==> src/rtl/game_pkg.sv <==
`default_nettype none
// ============================================================================
//  Module      : game_pkg
//  Description : Constants shared by the wall datapath and the wall drawer.
//                This covers screen geometry, colours, wall geometry and the
//                state encoding of the draw sequencer.
//  Revision    : 1.0 - initial release
// ============================================================================
package game_pkg;

    // Visible screen geometry, in pixels.
    localparam int unsigned c_SCREEN_W     = 160;
    localparam int unsigned c_SCREEN_H     = 120;

    // Wall geometry. The wall datapath uses the same values.
    localparam int unsigned c_WALL_WIDTH   = 4;
    localparam int unsigned c_HOLE_HEIGHT  = 50;
    // Column where a wall re-enters on the right. It is just off-screen.
    localparam int unsigned c_WALL_RESET_X = 160;

    // 3-bit RGB colours.
    localparam logic [2:0]  c_BG_COLOUR    = 3'b000;
    localparam logic [2:0]  c_WALL_COLOUR  = 3'b010;
    localparam logic [2:0]  c_LIP_COLOUR   = 3'b110;

    // Phases of the draw sequencer.
    typedef enum logic [1:0] {
        ST_IDLE  = 2'd0,
        ST_ERASE = 2'd1,
        ST_DRAW  = 2'd2,
        ST_DONE  = 2'd3
    } draw_state_t;

    // Half-open interval test lo <= v < hi. All operands are 9 bits wide, so
    // a hole that extends below the bottom row cannot wrap to the top.
    function automatic logic in_band(input logic [8:0] v,
                                     input logic [8:0] lo,
                                     input logic [8:0] hi);
        return (v >= lo) && (v < hi);
    endfunction

endpackage
`default_nettype wire

==> src/rtl/wall_pixel_sweep.sv <==
`default_nettype none
// ============================================================================
//  Module      : wall_pixel_sweep
//  Description : Column-major pixel address generator for a wall strip.
//                The row counter y runs 0..SCREEN_H-1. When y wraps, the
//                column offset dx advances, up to WALL_WIDTH-1. last_o flags
//                the final pixel of the strip.
//  Revision    : 1.0 - initial release
// ============================================================================
module wall_pixel_sweep #(
    parameter int unsigned WALL_WIDTH = 4,
    parameter int unsigned SCREEN_H   = 120,
    parameter int unsigned DX_W       = 2,
    parameter int unsigned Y_W        = 7
) (
    input  logic            clk,
    input  logic            reset,
    input  logic            clear_i,
    input  logic            en_i,
    output logic [DX_W-1:0] dx_o,
    output logic [Y_W-1:0]  y_o,
    output logic            last_o
);

    logic [DX_W-1:0] dx_q;
    logic [DX_W-1:0] dx_d;
    logic [Y_W-1:0]  y_q;
    logic [Y_W-1:0]  y_d;
    logic            col_end;
    logic            dx_end;

    // Detect the end of the current column and of the whole strip.
    always_comb begin
        col_end = (y_q == Y_W'(SCREEN_H - 1));
        dx_end  = (dx_q == DX_W'(WALL_WIDTH - 1));
        last_o  = col_end && dx_end;
    end

    // Compute the next address. A clear overrides the advance.
    always_comb begin
        dx_d = dx_q;
        y_d  = y_q;
        if (clear_i) begin
            dx_d = '0;
            y_d  = '0;
        end else if (en_i) begin
            if (col_end) begin
                y_d  = '0;
                dx_d = dx_end ? '0 : dx_q + DX_W'(1);
            end else begin
                y_d  = y_q + Y_W'(1);
            end
        end
    end

    // Address registers.
    always_ff @(posedge clk or posedge reset) begin
        if (reset) begin
            dx_q <= '0;
            y_q  <= '0;
        end else begin
            dx_q <= dx_d;
            y_q  <= y_d;
        end
    end

    assign dx_o = dx_q;
    assign y_o  = y_q;

endmodule
`default_nettype wire

==> src/rtl/wall_draw.sv <==
`default_nettype none
// ============================================================================
//  Module      : wall_draw
//  Description : Converts the wall position (left column and top of the hole)
//                into VGA pixel writes on a 160x120 screen. Each start pulse
//                does two things, one pixel per clock:
//                  1. Erase the wall rectangle drawn last time.
//                  2. Draw the new wall column with its hole.
//                Columns at or beyond the screen width are clipped: no write
//                strobe is issued for them, but the timing does not change.
//                Optional build macro WALL_DRAW_HOLE_LIP_EN adds a row of
//                LIP_COLOUR directly above and directly below the hole.
//  Revision    : 1.0 - initial release
// ============================================================================
module wall_draw
    import game_pkg::*;
#(
`ifdef WALL_DRAW_HOLE_LIP_EN
    parameter logic [2:0]  LIP_COLOUR  = c_LIP_COLOUR,
`endif
    parameter int unsigned WALL_WIDTH  = c_WALL_WIDTH,
    parameter int unsigned SCREEN_W    = c_SCREEN_W,
    parameter int unsigned SCREEN_H    = c_SCREEN_H,
    parameter int unsigned HOLE_HEIGHT = c_HOLE_HEIGHT,
    parameter logic [2:0]  WALL_COLOUR = c_WALL_COLOUR,
    parameter logic [2:0]  BG_COLOUR   = c_BG_COLOUR
) (
    input  logic       clk,
    input  logic       reset,
    input  logic       start,
    input  logic [7:0] wall_x,
    input  logic [7:0] hole_y,
    output logic [7:0] vga_x,
    output logic [6:0] vga_y,
    output logic [2:0] colour,
    output logic       plot,
    output logic       busy,
    output logic       done
);

    localparam int unsigned DX_W = (WALL_WIDTH > 1) ? $clog2(WALL_WIDTH) : 1;
    localparam int unsigned Y_W  = 7;

    draw_state_t     state_q;
    logic [7:0]      cur_x_q;
    logic [7:0]      cur_hy_q;
    logic [7:0]      prev_x_q;
    logic            prev_valid_q;
    logic [7:0]      vga_x_q;
    logic [6:0]      vga_y_q;
    logic [2:0]      colour_q;
    logic            plot_q;
    logic            busy_q;
    logic            done_q;

    logic [7:0]      vga_x_d;
    logic [6:0]      vga_y_d;
    logic [2:0]      colour_d;
    logic            plot_d;

    logic            sweep_clear;
    logic            sweep_en;
    logic            sweep_last;
    logic [DX_W-1:0] sweep_dx;
    logic [Y_W-1:0]  sweep_y;

    logic [7:0]      base_x;
    logic [8:0]      col_sum;
    logic [8:0]      y_ext;
    logic [8:0]      hole_lo;
    logic [8:0]      hole_hi;

    // One sweep instance serves both the erase pass and the draw pass.
    // The counters are cleared when a start is accepted and again at the
    // boundary between erase and draw.
    always_comb begin
        sweep_clear = ((state_q == ST_IDLE) && start) ||
                      ((state_q == ST_ERASE) && sweep_last);
        sweep_en    = (state_q == ST_ERASE) || (state_q == ST_DRAW);
    end

    wall_pixel_sweep #(
        .WALL_WIDTH (WALL_WIDTH),
        .SCREEN_H   (SCREEN_H),
        .DX_W       (DX_W),
        .Y_W        (Y_W)
    ) u_sweep (
        .clk     (clk),
        .reset   (reset),
        .clear_i (sweep_clear),
        .en_i    (sweep_en),
        .dx_o    (sweep_dx),
        .y_o     (sweep_y),
        .last_o  (sweep_last)
    );

    // Pixel currently addressed by the sweep: position, clip and colour.
    // The sums are 9 bits wide so that walls near the right edge, and holes
    // near the bottom, never wrap around.
    always_comb begin
        base_x   = (state_q == ST_ERASE) ? prev_x_q : cur_x_q;
        col_sum  = {1'b0, base_x} + 9'(sweep_dx);
        y_ext    = 9'(sweep_y);
        hole_lo  = {1'b0, cur_hy_q};
        hole_hi  = hole_lo + 9'(HOLE_HEIGHT);
        vga_x_d  = col_sum[7:0];
        vga_y_d  = sweep_y;
        plot_d   = (col_sum < 9'(SCREEN_W));
        colour_d = WALL_COLOUR;
        if (state_q == ST_ERASE) begin
            colour_d = BG_COLOUR;
        end else if (in_band(y_ext, hole_lo, hole_hi)) begin
            colour_d = BG_COLOUR;
        end
`ifdef WALL_DRAW_HOLE_LIP_EN
        else if (((cur_hy_q != 8'd0) && ((y_ext + 9'd1) == hole_lo)) ||
                 (y_ext == hole_hi)) begin
            colour_d = LIP_COLOUR;
        end
`endif
    end

    // Sequencer and registered outputs. The pixel outputs always describe
    // the address that the sweep held one cycle earlier.
    always_ff @(posedge clk or posedge reset) begin
        if (reset) begin
            state_q      <= ST_IDLE;
            cur_x_q      <= 8'd0;
            cur_hy_q     <= 8'd0;
            prev_x_q     <= 8'd0;
            prev_valid_q <= 1'b0;
            vga_x_q      <= 8'd0;
            vga_y_q      <= 7'd0;
            colour_q     <= BG_COLOUR;
            plot_q       <= 1'b0;
            busy_q       <= 1'b0;
            done_q       <= 1'b0;
        end else begin
            plot_q <= 1'b0;
            done_q <= 1'b0;
            case (state_q)
                ST_IDLE: begin
                    if (start) begin
                        cur_x_q  <= wall_x;
                        cur_hy_q <= hole_y;
                        busy_q   <= 1'b1;
                        state_q  <= prev_valid_q ? ST_ERASE : ST_DRAW;
                    end
                end
                ST_ERASE: begin
                    vga_x_q  <= vga_x_d;
                    vga_y_q  <= vga_y_d;
                    colour_q <= colour_d;
                    plot_q   <= plot_d;
                    if (sweep_last) begin
                        state_q <= ST_DRAW;
                    end
                end
                ST_DRAW: begin
                    vga_x_q  <= vga_x_d;
                    vga_y_q  <= vga_y_d;
                    colour_q <= colour_d;
                    plot_q   <= plot_d;
                    if (sweep_last) begin
                        state_q <= ST_DONE;
                    end
                end
                ST_DONE: begin
                    done_q       <= 1'b1;
                    busy_q       <= 1'b0;
                    prev_x_q     <= cur_x_q;
                    prev_valid_q <= 1'b1;
                    state_q      <= ST_IDLE;
                end
                default: begin
                    state_q <= ST_IDLE;
                end
            endcase
        end
    end

    assign vga_x  = vga_x_q;
    assign vga_y  = vga_y_q;
    assign colour = colour_q;
    assign plot   = plot_q;
    assign busy   = busy_q;
    assign done   = done_q;

endmodule
`default_nettype wire
==> config.mk <==
export PLATFORM = sky130hd
export DESIGN_NAME = wall_draw
export DESIGN_NICKNAME = d
export VERILOG_FILES = /design/src/rtl/game_pkg.sv /design/src/rtl/wall_pixel_sweep.sv /design/src/rtl/wall_draw.sv
export SDC_FILE = /design/constraint.sdc
export NUM_CORES = 1
export LEC_CHECK = 0
export ABC_AREA = 1
export CAP_MARGIN = 5
export CORE_MARGIN = 2
export CORE_UTILIZATION = 55
export DETAILED_ROUTE_END_ITERATION = 7
export HOLD_SLACK_MARGIN = 0.12
export PLACE_DENSITY = 0.79
export SETUP_SLACK_MARGIN = 0.15
export SLEW_MARGIN = 20
export SYNTH_ARGS = -nofsm -noshare
export SYNTH_HDL_FRONTEND = slang
export SYNTH_SLANG_ARGS = --single-unit
==> constraint.sdc <==
create_clock -name clk -period 2.7 [get_ports clk]
set_input_delay 0.54 -clock clk [delete_from_list [all_inputs] [get_ports clk]]
set_output_delay 0.54 -clock clk [all_outputs]
set_load 0.1 [all_outputs]
[Word-level counts from Yosys, hierarchy flattened]
Index checks and enable logic that the tools add are counted.
Storage, ports and cells
  output and inout port bits: 21
  bits in registers: 57
Cells by class
  equal/unequal tests: 8
  add/subtract/negate cells: 4
  magnitude comparators: 3
  muxes and demuxes: 19
  reductions and logical operators: 15
Operators with widths (number)
  7-bit two-way mux: 3
  2-bit two-way mux: 10
  8-bit by 2-bit adder with 9-bit output: 1
  8-bit by 6-bit adder with 9-bit output (second input constant): 1
  7-bit by 9-bit < comparator with 1-bit output: 1
  9-bit by 8-bit < comparator with 1-bit output (second input constant): 1
  7-bit by 8-bit >= comparator with 1-bit output: 1
  8-bit two-way mux: 1
  2-bit one-hot mux with 4 select lines: 1
  7-bit by 1-bit adder with 7-bit output (second input constant): 1
  7-bit == test (second input constant): 1
  2-bit == test (second input constant): 3
  2-bit inequality test (second input constant): 3
  2-bit AND reduction: 3
  2-bit nonzero test: 3
  1-bit logical AND: 4
  1-bit two-way mux: 3
  3-bit AND reduction: 1
  2-bit by 1-bit adder with 2-bit output (second input constant): 1
  2-bit by 1-bit == test with 1-bit output (second input constant): 1
  2-bit zero test: 1
  1-bit logical OR: 2
  1-bit one-hot mux with 2 select lines: 1
  2-bit OR reduction: 1

[Longest topological paths before layout]
Gate-level depths: netlist of the first run.
  word-level depth: 6
  mapped depth: 16
  gate-level depth less buffers: 14

[Hierarchy]
A second synthesis of the first run with hierarchy kept.
Second synthesis, totals
  cells, all modules: 388
  area, all modules: 3111.7 µm²
Modules (own cells, without submodules)
  wall_draw: seq. area each 1151.1 µm², area an instance 2580.0 µm², instances 1, cells each 320
  wall_pixel_sweep: seq. area each 225.2 µm², area an instance 531.8 µm², instances 1, cells each 68

[Least setup slack after synthesis of the first run]
Ideal clock, no wire load.
  path type: flip-flop to flip-flop
  start: register state_q[1]
  end: register plot_q (netlist: plot)
  data arrival time: 1.993 ns
  buffers on the path: 2
  stages on the path, launching flop included: 15
  path slack: 0.585 ns
  library setup time: 0.122 ns
  period minus slack after synthesis: 2.115 ns
  path through: dfrtp_1 > inv_1 > ha_1 > buf_6 > buf_6 > nand2_1 > o21ai_0 > ha_1 > fa_1 > nand2_1 > nor2_2 > nand3_1 > nand2_2 > nand2_2 > a21oi_2
On the way
  cells in the longest elaborated chain, start to end: 5
Ends and longest elaborated chain
  start, declared: RTL line wall_draw.sv:44  | draw_state_t state_q;
  start signal, assigned: RTL line wall_draw.sv:147  | state_q <= prev_valid_q ? ST_ERASE : ST_DRAW;
  2-bit by 1-bit == test with 1-bit output: RTL line wall_draw.sv:101, wall_draw.sv:141
  8-bit two-way mux: RTL line wall_draw.sv:101  | base_x = (state_q == ST_ERASE) ? prev_x_q : cur_x_q;
  8-bit by 2-bit adder with 9-bit output: RTL line wall_draw.sv:102  | col_sum = {1'b0, base_x} + 9'(sweep_dx);
  9-bit by 8-bit < comparator with 1-bit output: RTL line wall_draw.sv:108  | plot_d = (col_sum < 9'(SCREEN_W));
  1-bit two-way mux *: RTL line wall_draw.sv:141  | case (state_q)
  end signal, assigned: RTL line wall_draw.sv:154  | plot_q <= plot_d;
  end signal, assigned: RTL line wall_draw.sv:163  | plot_q <= plot_d;
  end, declared: RTL line wall_draw.sv:52  | logic plot_q;
Every way passes the cells marked *; elsewhere a longest branch is shown, timed or not.
A chain may end at the register's enable or synchronous reset.

[Worst setup path in the final report of the first run]
Same ends and word-level chain as after synthesis.

==> run_results.csv, run 1 <==
group,metric,value,unit
outcome,status,"complete, no violations",
synth,synthCells,387,
drt,detail-route-antenna-nets,0,
finish,final_common_cell,"nand2_1",
worst_setup_path,critPathKind,"register to register",
clock_tree,cts_buffers,5,
synth,yosysWarnings,0,
global_route,grt_max_degree,32,
synth,syn-cell-area,3089,um2
die,start_util,0.5645,
die,io_pins,40,
sta,timing.fmax,436.4,MHz
sta,hold_violations,0,
placed_design,pre_cts_ws,0.4613,ns
die,die_w,78.95,um
finish,areaGrowthSynthToFinish,15.59,%
drt,vias,2496,
global_route,grt_pass1_wl,10700,um
synth,synth_top_cell_by_area,"dfrtp_1",
clock_tree,postCtsSetupBuffers,0,
synth,ys_seq_elements,55,
worst_setup_path,cp_max_fo,12,
finish,fillers,507,
die,rows,27,
synth,yosysSeqAreaShare,0.4455,
sta,setup-violations-final,0,
placed_design,gp_congestion,0.8705,
synth,synth_cell_types,35,
die,die_y,78.95,um
synth,yosysTopAreaCellShare,0.4455,
drt,drt_iter0_markers,152,
sta,period_share,0.8488,
clock_tree,clock_latency,0.31,ns
clock_tree,clock_path_buffers,2,
sta,slew_headroom,0.6103,
clock_tree,cts_tree,"yes",
clock_tree,cts_root_buf,"clkbuf_8",
worst_setup_path,ff2ff_setup_slack,0.41,ns
worst_setup_path,r2r-end,"plot$_DFF_PP0_",
sta,worst_slack,0.4084,ns
placed_design,io_buffers,37,
global_route,grtUsageTotal,0.2160,
power,powerDensity,373.0,nW/um2
sta,slew_violations,0,
worst_hold_path,hp-class,"register to register",
clock_tree,cts_max_level,2,
clock_tree,cts-resized-gates,0,
worst_hold_path,holdCritStartpoint,"vga_y[0]$_DFFE_PP0P_",
drt,drc,0,
sta,fin_crit,2.292,ns
die,dieArea,6232,um2
worst_setup_path,crit_arrival,2.54,ns
worst_setup_path,cp-end-kind,"register",
clock_tree,cts_hold_buf,0,
power,vdd_drop_max,0.2688,mV
worst_setup_path,reg2reg_from,"state_q[1]$_DFFE_PP0P_",
synth,syn_area_per_cell,7.982,um2
finish,num_antenna_cells,0,
finish,final_nets,467,
placed_design,dp_hpwl,4591,um
worst_setup_path,cp.required,2.95,ns
finish,final_util,0.6525,
sta,finalClockSkew,0.006100,ns
die,core,5473,um2
clock_tree,clkSinkCount,55,
global_route,globalRoute.totalOverflow,0,
sta,tns,0,ns
drt,wire_per_inst,12.08,um
finish,drive_above_1_share,0.1338,
drt,via_per_inst,5.012,
worst_hold_path,min_to,"vga_y[0]$_DFFE_PP0P_",
global_route,grt_pass1_vias,2503,
sta,rsz0062_at_grt,"false",
drt,wirelength,6015,um
synth,synth.area.top_cells,"dfrtp_1 (45%), nand2_1 (15%), ha_1 (8.9%), o21ai_0 (5.7%), inv_1 (5.5%)",
worst_setup_path,reg2regPathDepth,13,
sta,tightest_slew,0.5837,ns
global_route,antenna_found_initial,0,
finish,final_cell_mix,"nand2_1 (123), dfrtp_1 (55), inv_1 (44)",
drt,first_pass_iters,4,
power,leakagePower,0.001916,uW
worst_hold_path,hold_path_depth,2,
worst_setup_path,cp-start-kind,"register",
run,cap_violations,0,
clock_tree,clk_pin_slew,0.10,ns
-- logic make-up after synthesis --
kind of cell / after synthesis / synth area share
other cells: 1 / 0.001214
flops: 55 / 0.4455
buf+inv: 60 / 0.08181
compound gates: 60 / 0.1085
xor+xnor: 6 / 0.01701
simple gates: 182 / 0.2503
fa+ha+maj: 23 / 0.09558
-- cell usage after synthesis --
master    number
nand3_1       16
nand2_2        7
ha_1          22
nor3b_1        1
nand2_1      123
a21oi_1       10
o22ai_1        2
inv_2          2
o21ai_0       35
a31oi_1        2
o21ai_1        3
or2_2          1
buf_6          2
nor2_1        22
nor2_4         1
o31ai_1        1
a21oi_2        1
xor2_1         5
conb_1         1
buf_2          2
nand3_2        2
inv_1         45
o21a_1         1
clkbuf_1       6
dfrtp_1       55
nand2_4        1
o21bai_2       1
xnor2_1        1
o21ai_2        4
buf_4          2
fa_1           1
nor2_2         4
nor3_1         1
nand4_1        3
inv_4          1
-- state kept, by name (all words and copies together), names as in the netlist --
name          cells
cur_hy_q          8
cur_x_q           8
prev_x_q          8
vga_x             8
u_sweep.y_o       7
vga_y             7
state_q           2
u_sweep.dx_o      2
busy              1
colour            1
done              1
plot              1
prev_valid_q      1
-- critical path, stage by stage, from the launching register on --
cell and delay (ns):
dfrtp_1 0.43, inv_1 0.09, ha_1 0.26, buf_4 0.24, o21ai_0 0.17, ha_1 0.32, nand2_1 0.05, nand2_1 0.07
nand2_1 0.08, nor2_1 0.16, nand3_1 0.11, nand2_2 0.09, nand2_2 0.06, a21oi_2 0.10
-- worst max-delay path by stage --
stage	from	end	slack (ns)
finish	state_q[1]$_DFFE_PP0P_	plot$_DFF_PP0_	0.41
global route	state_q[1]$_DFFE_PP0P_	plot$_DFF_PP0_	0.20
CTS	state_q[1]$_DFFE_PP0P_	plot$_DFF_PP0_	0.42
detailed placement	state_q[1]$_DFFE_PP0P_	plot$_DFF_PP0_	0.46
global placement	state_q[1]$_DFFE_PP0P_	plot$_DFF_PP0_	0.53
floorplan	state_q[1]$_DFFE_PP0P_	plot$_DFF_PP0_	0.59
-- final cells by class --
class                      count  area, um2  share of cell area
clock buffer                   6      72.57             0.02032
clock inverter                 2      12.51            0.003504
tap                           72      90.09             0.02523
multi-input combinational    273       1464              0.4100
inverter                      48      182.7             0.05116
timing repair buffer          42      372.9              0.1044
sequential                    55       1376              0.3854
-- layer usage --
metal | global-route usage | part of all wire | up-vias | wire, um
li1 | - | - | 1297 | -
met1 | 0.2577 | 0.43 | 1144 | 2599
met2 | 0.3855 | 0.52 | 42 | 3117
met3 | 0.04545 | 0.031 | 13 | 184
met4 | 0.07759 | 0.019 | 0 | 114
met5 | 0 | 0 | - | 0
-- per-stage QoR --
step	std cells	hold WS [ns]	area [um2]	total power, uW
finish	498	0.4842	3571	1332
global route	498	0.5070	3571	1383
CTS	498	0.4832	3571	1351
detailed placement	490	0.4561	3486	897.5
global placement	490	0.4550	3486	897.2
floorplan	388	0.4367	3093	865.7
-- power breakdown --
group	switching (uW)	total [uW]	internal (uW)	leakage (uW)
clock	270	452	182	0.0000412
sequential	0	823	823	0.000661
combinational	31.3	56.7	25.5	0.00121
total	301	1330	1030	0.00192
Power figures use the tool's default switching activity.
==> inputs of run 2 (changes only) <==
==> constraint.sdc (replaced) <==
create_clock -name clk -period 2.2 [get_ports clk]
set_input_delay 0.44 -clock clk [delete_from_list [all_inputs] [get_ports clk]]
set_output_delay 0.44 -clock clk [all_outputs]
set_load 0.1 [all_outputs]
==> run_results.csv, run 2 (synthesized netlist as in run 1, its figures left out) <==
group,metric,value,unit
die,rows,27,
worst_setup_path,critPathLaunch,"state_q[1]$_DFFE_PP0P_",
power,comb_power_share,0.039,
global_route,antenna_found_initial,0,
placed_design,dp_hpwl,4589,um
sta,tns,0,ns
power,swShare,0.2099,
sta,fin_crit,1.850,ns
clock_tree,cts_root_buf,"clkbuf_8",
drt,detail-route-antenna-nets,0,
power,leakagePower,0.001941,uW
drt,wirelength,6094,um
power,vdd_drop_max,0.4050,mV
clock_tree,clock_latency,0.31,ns
sta,rsz0062_at_grt,"false",
die,die_w,78.95,um
die,die_y,78.95,um
drt,wire_per_inst,12.21,um
worst_setup_path,cp_max_fo,5,
global_route,globalRoute.totalOverflow,0,
drt,drc,0,
run,cap_violations,0,
outcome,status,"complete, no violations",
sta,period_share,0.8408,
clock_tree,cts_max_level,2,
finish,drive_above_1_share,0.1522,
die,io_pins,40,
global_route,grt_pass1_wl,10610,um
drt,vias,2539,
drt,via_per_inst,5.088,
die,core,5473,um2
die,dieArea,6232,um2
finish,final_common_cell,"nand2_1",
die,start_util,0.5645,
drt,drt_iter0_markers,93,
sta,finalClockSkew,0.009891,ns
global_route,grt_max_degree,36,
worst_setup_path,critPathKind,"register to register",
worst_setup_path,cp-end-kind,"register",
power,intPower,1410,uW
clock_tree,cts_buffers,5,
sta,slew_violations,0,
worst_setup_path,crit_arrival,2.06,ns
finish,num_antenna_cells,0,
placed_design,dp.cells,490,
placed_design,io_buffers,37,
worst_setup_path,cp.required,2.41,ns
sta,hold_violations,0,
finish,final_nets,468,
global_route,grtUsageTotal,0.2134,
global_route,grt_pass1_vias,2393,
drt,first_pass_iters,4,
sta,setup-violations-final,0,
power,p_switching,374.6,uW
finish,finalNonFillerCells,499,
clock_tree,cts_tree,"yes",
worst_setup_path,cp-start-kind,"register",
placed_design,gp_congestion,0.8688,
finish,final_cell_mix,"nand2_1 (122), dfrtp_1 (55), inv_1 (43)",
clock_tree,clkSinkCount,55,
clock_tree,cts_hold_buf,0,
power,powerDensity,491.1,nW/um2
worst_setup_path,reg2reg_from,"state_q[1]$_DFFE_PP0P_",
worst_hold_path,hp-class,"primary input to async pin",
finish,areaGrowthSynthToFinish,17.66,%
clock_tree,clk_pin_slew,0.10,ns
power,p_clk_frac,0.395,
sta,timing.fmax,540.6,MHz
clock_tree,clock_path_buffers,2,
power,seqPwrFrac,0.566,
[run 2: through the flow]
step	worst slack, ns	utilization	total power (uW)	hold WS, ns	cell area (um2)
6_report	0.3501	0.6642	1785	0.4578	3635
5_1_grt	0.1389	0.6642	1838	0.5087	3635
4_1_cts	0.2209	0.6594	1799	0.4630	3608
3_5_place_dp	0.2379	0.6379	1102	0.4485	3491
3_3_place_gp	0.3022	0.6379	1102	0.4565	3491
2_1_floorplan	0.1590	-	1062	0.4367	3098
[run 2: worst max-delay path: stages (launching register included)]
cell and delay [ns]:
dfrtp_1 0.42, inv_2 0.07, ha_4 0.17, nand2_1 0.06
o21ai_1 0.06, ha_2 0.18, fa_2 0.37, nand2_2 0.09
nor2_2 0.04, nand3_1 0.12, nand2_2 0.08, nand2_2 0.06
a21oi_2 0.04
[run 2: layout make-up]
| class | instances | area (um2) |
|---|---|---|
| fillers | 481 | 1838 |
| clock inverters | 2 | 35.03 |
| clock buffers | 6 | 82.58 |
| multi-input cells | 273 | 1488 |
| inverters | 48 | 182.7 |
| well taps | 72 | 90.09 |
| repair buffers | 43 | 380.4 |
| flip-flops and latches | 55 | 1376 |
[run 2: path summary, 6_finish.rpt]
path | slack (ns) | depth (start not counted) | endpoint
setup reg to reg | 0.35 | 12 | plot$_DFF_PP0_
hold / removal | 0.46 | 2 | cur_hy_q[6]$_DFFE_PP0P_
hold reg to reg | 0.48 | 2 | vga_y[6]$_DFFE_PP0P_
min in group clk | 0.48 | 2 | vga_y[6]$_DFFE_PP0P_
setup / recovery | 0.35 | 12 | plot$_DFF_PP0_
max in group asynchronous | 1.20 | 3 | state_q[0]$_DFFE_PP0P_
[run 2: per-layer routing]
metal | GRT usage | routed length (um) | vias to the layer above
met5 | 0 | 0 | -
met4 | 0.06379 | 89 | 0
met3 | 0.03750 | 238 | 8
met2 | 0.3829 | 3139 | 48
met1 | 0.2630 | 2626 | 1194
li1 | - | - | 1289
[run 2: power groups by stage]
stage / clock [uW] / combinational (uW) / sequential [uW]
after detailed placement: 0 / 71.9 / 1030
after CTS: 716 / 72.1 / 1010
final: 705 / 70.2 / 1010
after global placement: 0 / 71.7 / 1030
after global routing: 750 / 77.4 / 1010
after floorplan: 0 / 32.3 / 1030
[run 2: timing repair]
action	in CTS	in global routing
resized for setup	0	6
setup buffers	0	1
endpoints found under the setup margin	0	4
==> inputs of run 3 (changes only) <==
--- a/config.mk
+++ b/config.mk
@@ -8,10 +8,10 @@
 export ABC_AREA = 1
 export CAP_MARGIN = 5
 export CORE_MARGIN = 2
-export CORE_UTILIZATION = 55
+export CORE_UTILIZATION = 50
 export DETAILED_ROUTE_END_ITERATION = 7
 export HOLD_SLACK_MARGIN = 0.12
-export PLACE_DENSITY = 0.79
+export PLACE_DENSITY = 0.76
 export SETUP_SLACK_MARGIN = 0.15
 export SLEW_MARGIN = 20
 export SYNTH_ARGS = -nofsm -noshare
==> constraint.sdc (replaced) <==
create_clock -name clk -period 1.7 [get_ports clk]
set_input_delay 0.34 -clock clk [delete_from_list [all_inputs] [get_ports clk]]
set_output_delay 0.34 -clock clk [all_outputs]
set_load 0.1 [all_outputs]
==> run_results.csv, run 3 (synthesized netlist as in run 1, its figures left out) <==
group,metric,value,unit
die,dieArea,6823,um2
global_route,globalRoute.totalOverflow,0,
die,die_w,82.60,um
clock_tree,cts_buffers,5,
die,rows,28,
global_route,antenna_found_initial,0,
worst_setup_path,cp.required,1.92,ns
sta,timing.hold.ws,0.3474,ns
worst_setup_path,crit_slowest_cell,"fa_2",
clock_tree,clock_latency,0.31,ns
drt,detail-route-antenna-nets,0,
sta,worst_slack,-0.1670,ns
clock_tree,cts_root_buf,"clkbuf_8",
clock_tree,clkSinkCount,55,
power,leakagePower,0.002247,uW
outcome,violations,"negative setup slack",
die,die_y,82.60,um
clock_tree,clk_pin_slew,0.10,ns
finish,final_common_cell,"nand2_1",
worst_setup_path,critPathMaxStageDelay,0.43,ns
sta,rsz0062_at_grt,"true",
power,total_power,2269,uW
global_route,grt_max_degree,31,
outcome,status,"complete, but fails checks",
power,swShare,0.2132,
sta,fin_crit,1.867,ns
drt,wire_per_inst,15.29,um
finish,fillers,392,
clock_tree,cts_hold_buf,0,
sta,finalClockSkew,0.008027,ns
placed_design,dp_hpwl,4910,um
global_route,grtUsageTotal,0.2143,
worst_setup_path,critPathKind,"register to register",
finish,num_antenna_cells,0,
placed_design,gp_congestion,0.8867,
sta,setup-violations-final,8,
worst_setup_path,critPathMostFrequentCell,"nand2_2",
worst_setup_path,cp_cell_sequence,"inv_2, ha_4, nand2_2, o21ai_2, ha_2, fa_2, nand2_4, nor2_4, nand3_2, nand2_2, nand2_2, a21oi_2",
finish,areaGrowthSynthToFinish,47.06,%
power,vdd_drop_max,0.7589,mV
drt,vias,2896,
worst_setup_path,cp_max_fo,5,
power,comb_power_share,0.044,
finish,final_util,0.7628,
die,start_util,0.5187,
worst_setup_path,cp-start-kind,"register",
drt,drc,0,
worst_setup_path,cpLargestDelayFamily,"adder cells",
global_route,grt_pass1_wl,11140,um
die,core,5956,um2
sta,hold_violations,0,
drt,wirelength,8213,um
worst_hold_path,hp-class,"primary input to async pin",
clock_tree,cts_tree,"yes",
global_route,grt_pass1_vias,2562,
power,p_clk_frac,0.380,
drt,first_pass_iters,5,
finish,drive_above_1_share,0.3333,
finish,final_nets,504,
power,powerDensity,499.4,nW/um2
die,io_pins,40,
power,p_switching,483.7,uW
worst_setup_path,cp-end-kind,"register",
drt,via_per_inst,5.393,
power,intPower,1785,uW
placed_design,io_buffers,37,
run,cap_violations,0,
clock_tree,cts_max_level,2,
finish,final_cell_mix,"nand2_1 (105), dfrtp_1 (52), inv_1 (34)",
sta,timing.fmax,535.6,MHz
power,seqPwrFrac,0.576,
sta,period_share,1.098,
drt,drt_iter0_markers,238,
sta,slew_violations,0,
worst_setup_path,cp_num_buf_inv,1,
worst_setup_path,crit_arrival,2.08,ns
clock_tree,clock_path_buffers,2,
[run 3: cell count changes in the layout (fill, tap and decap cells not counted), sizes merged]
cell	before	now
clkbuf	6	10
inv	48	46
clkinvlp	0	1
buf	25	57
[run 3: worst paths after layout]
kind,startpoint,endpoint,slack [ns],depth (start not counted)
min,reset,cur_hy_q[0]$_DFFE_PP0P_,0.35,2
min in group clk,cur_x_q[5]$_DFFE_PP0P_,prev_x_q[5]$_DFFE_PP0P_,0.50,2
min reg2reg,cur_x_q[5]$_DFFE_PP0P_,prev_x_q[5]$_DFFE_PP0P_,0.50,2
max,state_q[1]$_DFFE_PP0P_,plot$_DFF_PP0_,-0.17,12
max in group asynchronous,reset,u_sweep.y_o[1]$_DFFE_PP0P_,0.92,3
max reg2reg,state_q[1]$_DFFE_PP0P_,plot$_DFF_PP0_,-0.17,12
[run 3: worst register-to-register path, cell delays in order (launching register included)]
cell and delay [ns]:
dfrtp_1 0.38, inv_2 0.06, ha_4 0.18, nand2_2 0.06, o21ai_2 0.05, ha_2 0.20
fa_2 0.43, nand2_4 0.10, nor2_4 0.04, nand3_2 0.10, nand2_2 0.07, nand2_2 0.06
a21oi_2 0.04
[run 3: area by class of cell]
cell class                      instances  area (um2)  share of cell area
Inverter                               48       214.0             0.04709
Multi-Input combinational cell        273        1730              0.3809
Timing Repair Buffer                   79        1022              0.2250
Clock inverter                          1       30.03            0.006610
Sequential cell                        55        1380              0.3038
Clock buffer                            6       72.57             0.01597
Tap cell                               75       93.84             0.02066
[run 3: metal layers]
metal	vias up	share of wire	track usage
met1	1402	0.40	0.2749
met5	-	0	0
met4	0	0.021	0.06393
met2	105	0.53	0.3661
met3	19	0.049	0.04348
li1	1370	-	-
[run 3: power groups by stage]
stage / Sequential, uW / Clock, uW / Combinational, uW
finish: 1310 / 862 / 100
global route: 1310 / 917 / 109
CTS: 1310 / 855 / 99.8
detailed placement: 1330 / 0 / 98.9
global placement: 1330 / 0 / 97.3
floorplan: 1330 / 0 / 42.3
[run 3: per-stage QoR]
step | instances | setup WS [ns] | area, um2 | TNS (ns)
6_report | 537 | -0.1670 | 4543 | -0.8080
5_1_grt | 537 | -0.2496 | 4543 | -1.793
4_1_cts | 519 | -0.08649 | 4116 | -0.2551
3_5_place_dp | 507 | -0.1758 | 3924 | -0.7045
3_3_place_gp | 507 | -0.1099 | 3924 | -0.2464
2_1_floorplan | 388 | -0.3009 | 3147 | -1.654
[run 3: repair_timing]
| item | 4_1_cts | 5_1_grt |
|---|---|---|
| buffers inserted | 5 | 13 |
| cloned | 0 | 5 |
| pin swaps | 15 | 34 |
| setup endpoints to repair | 31 | 32 |
| gates resized for setup | 16 | 83 |
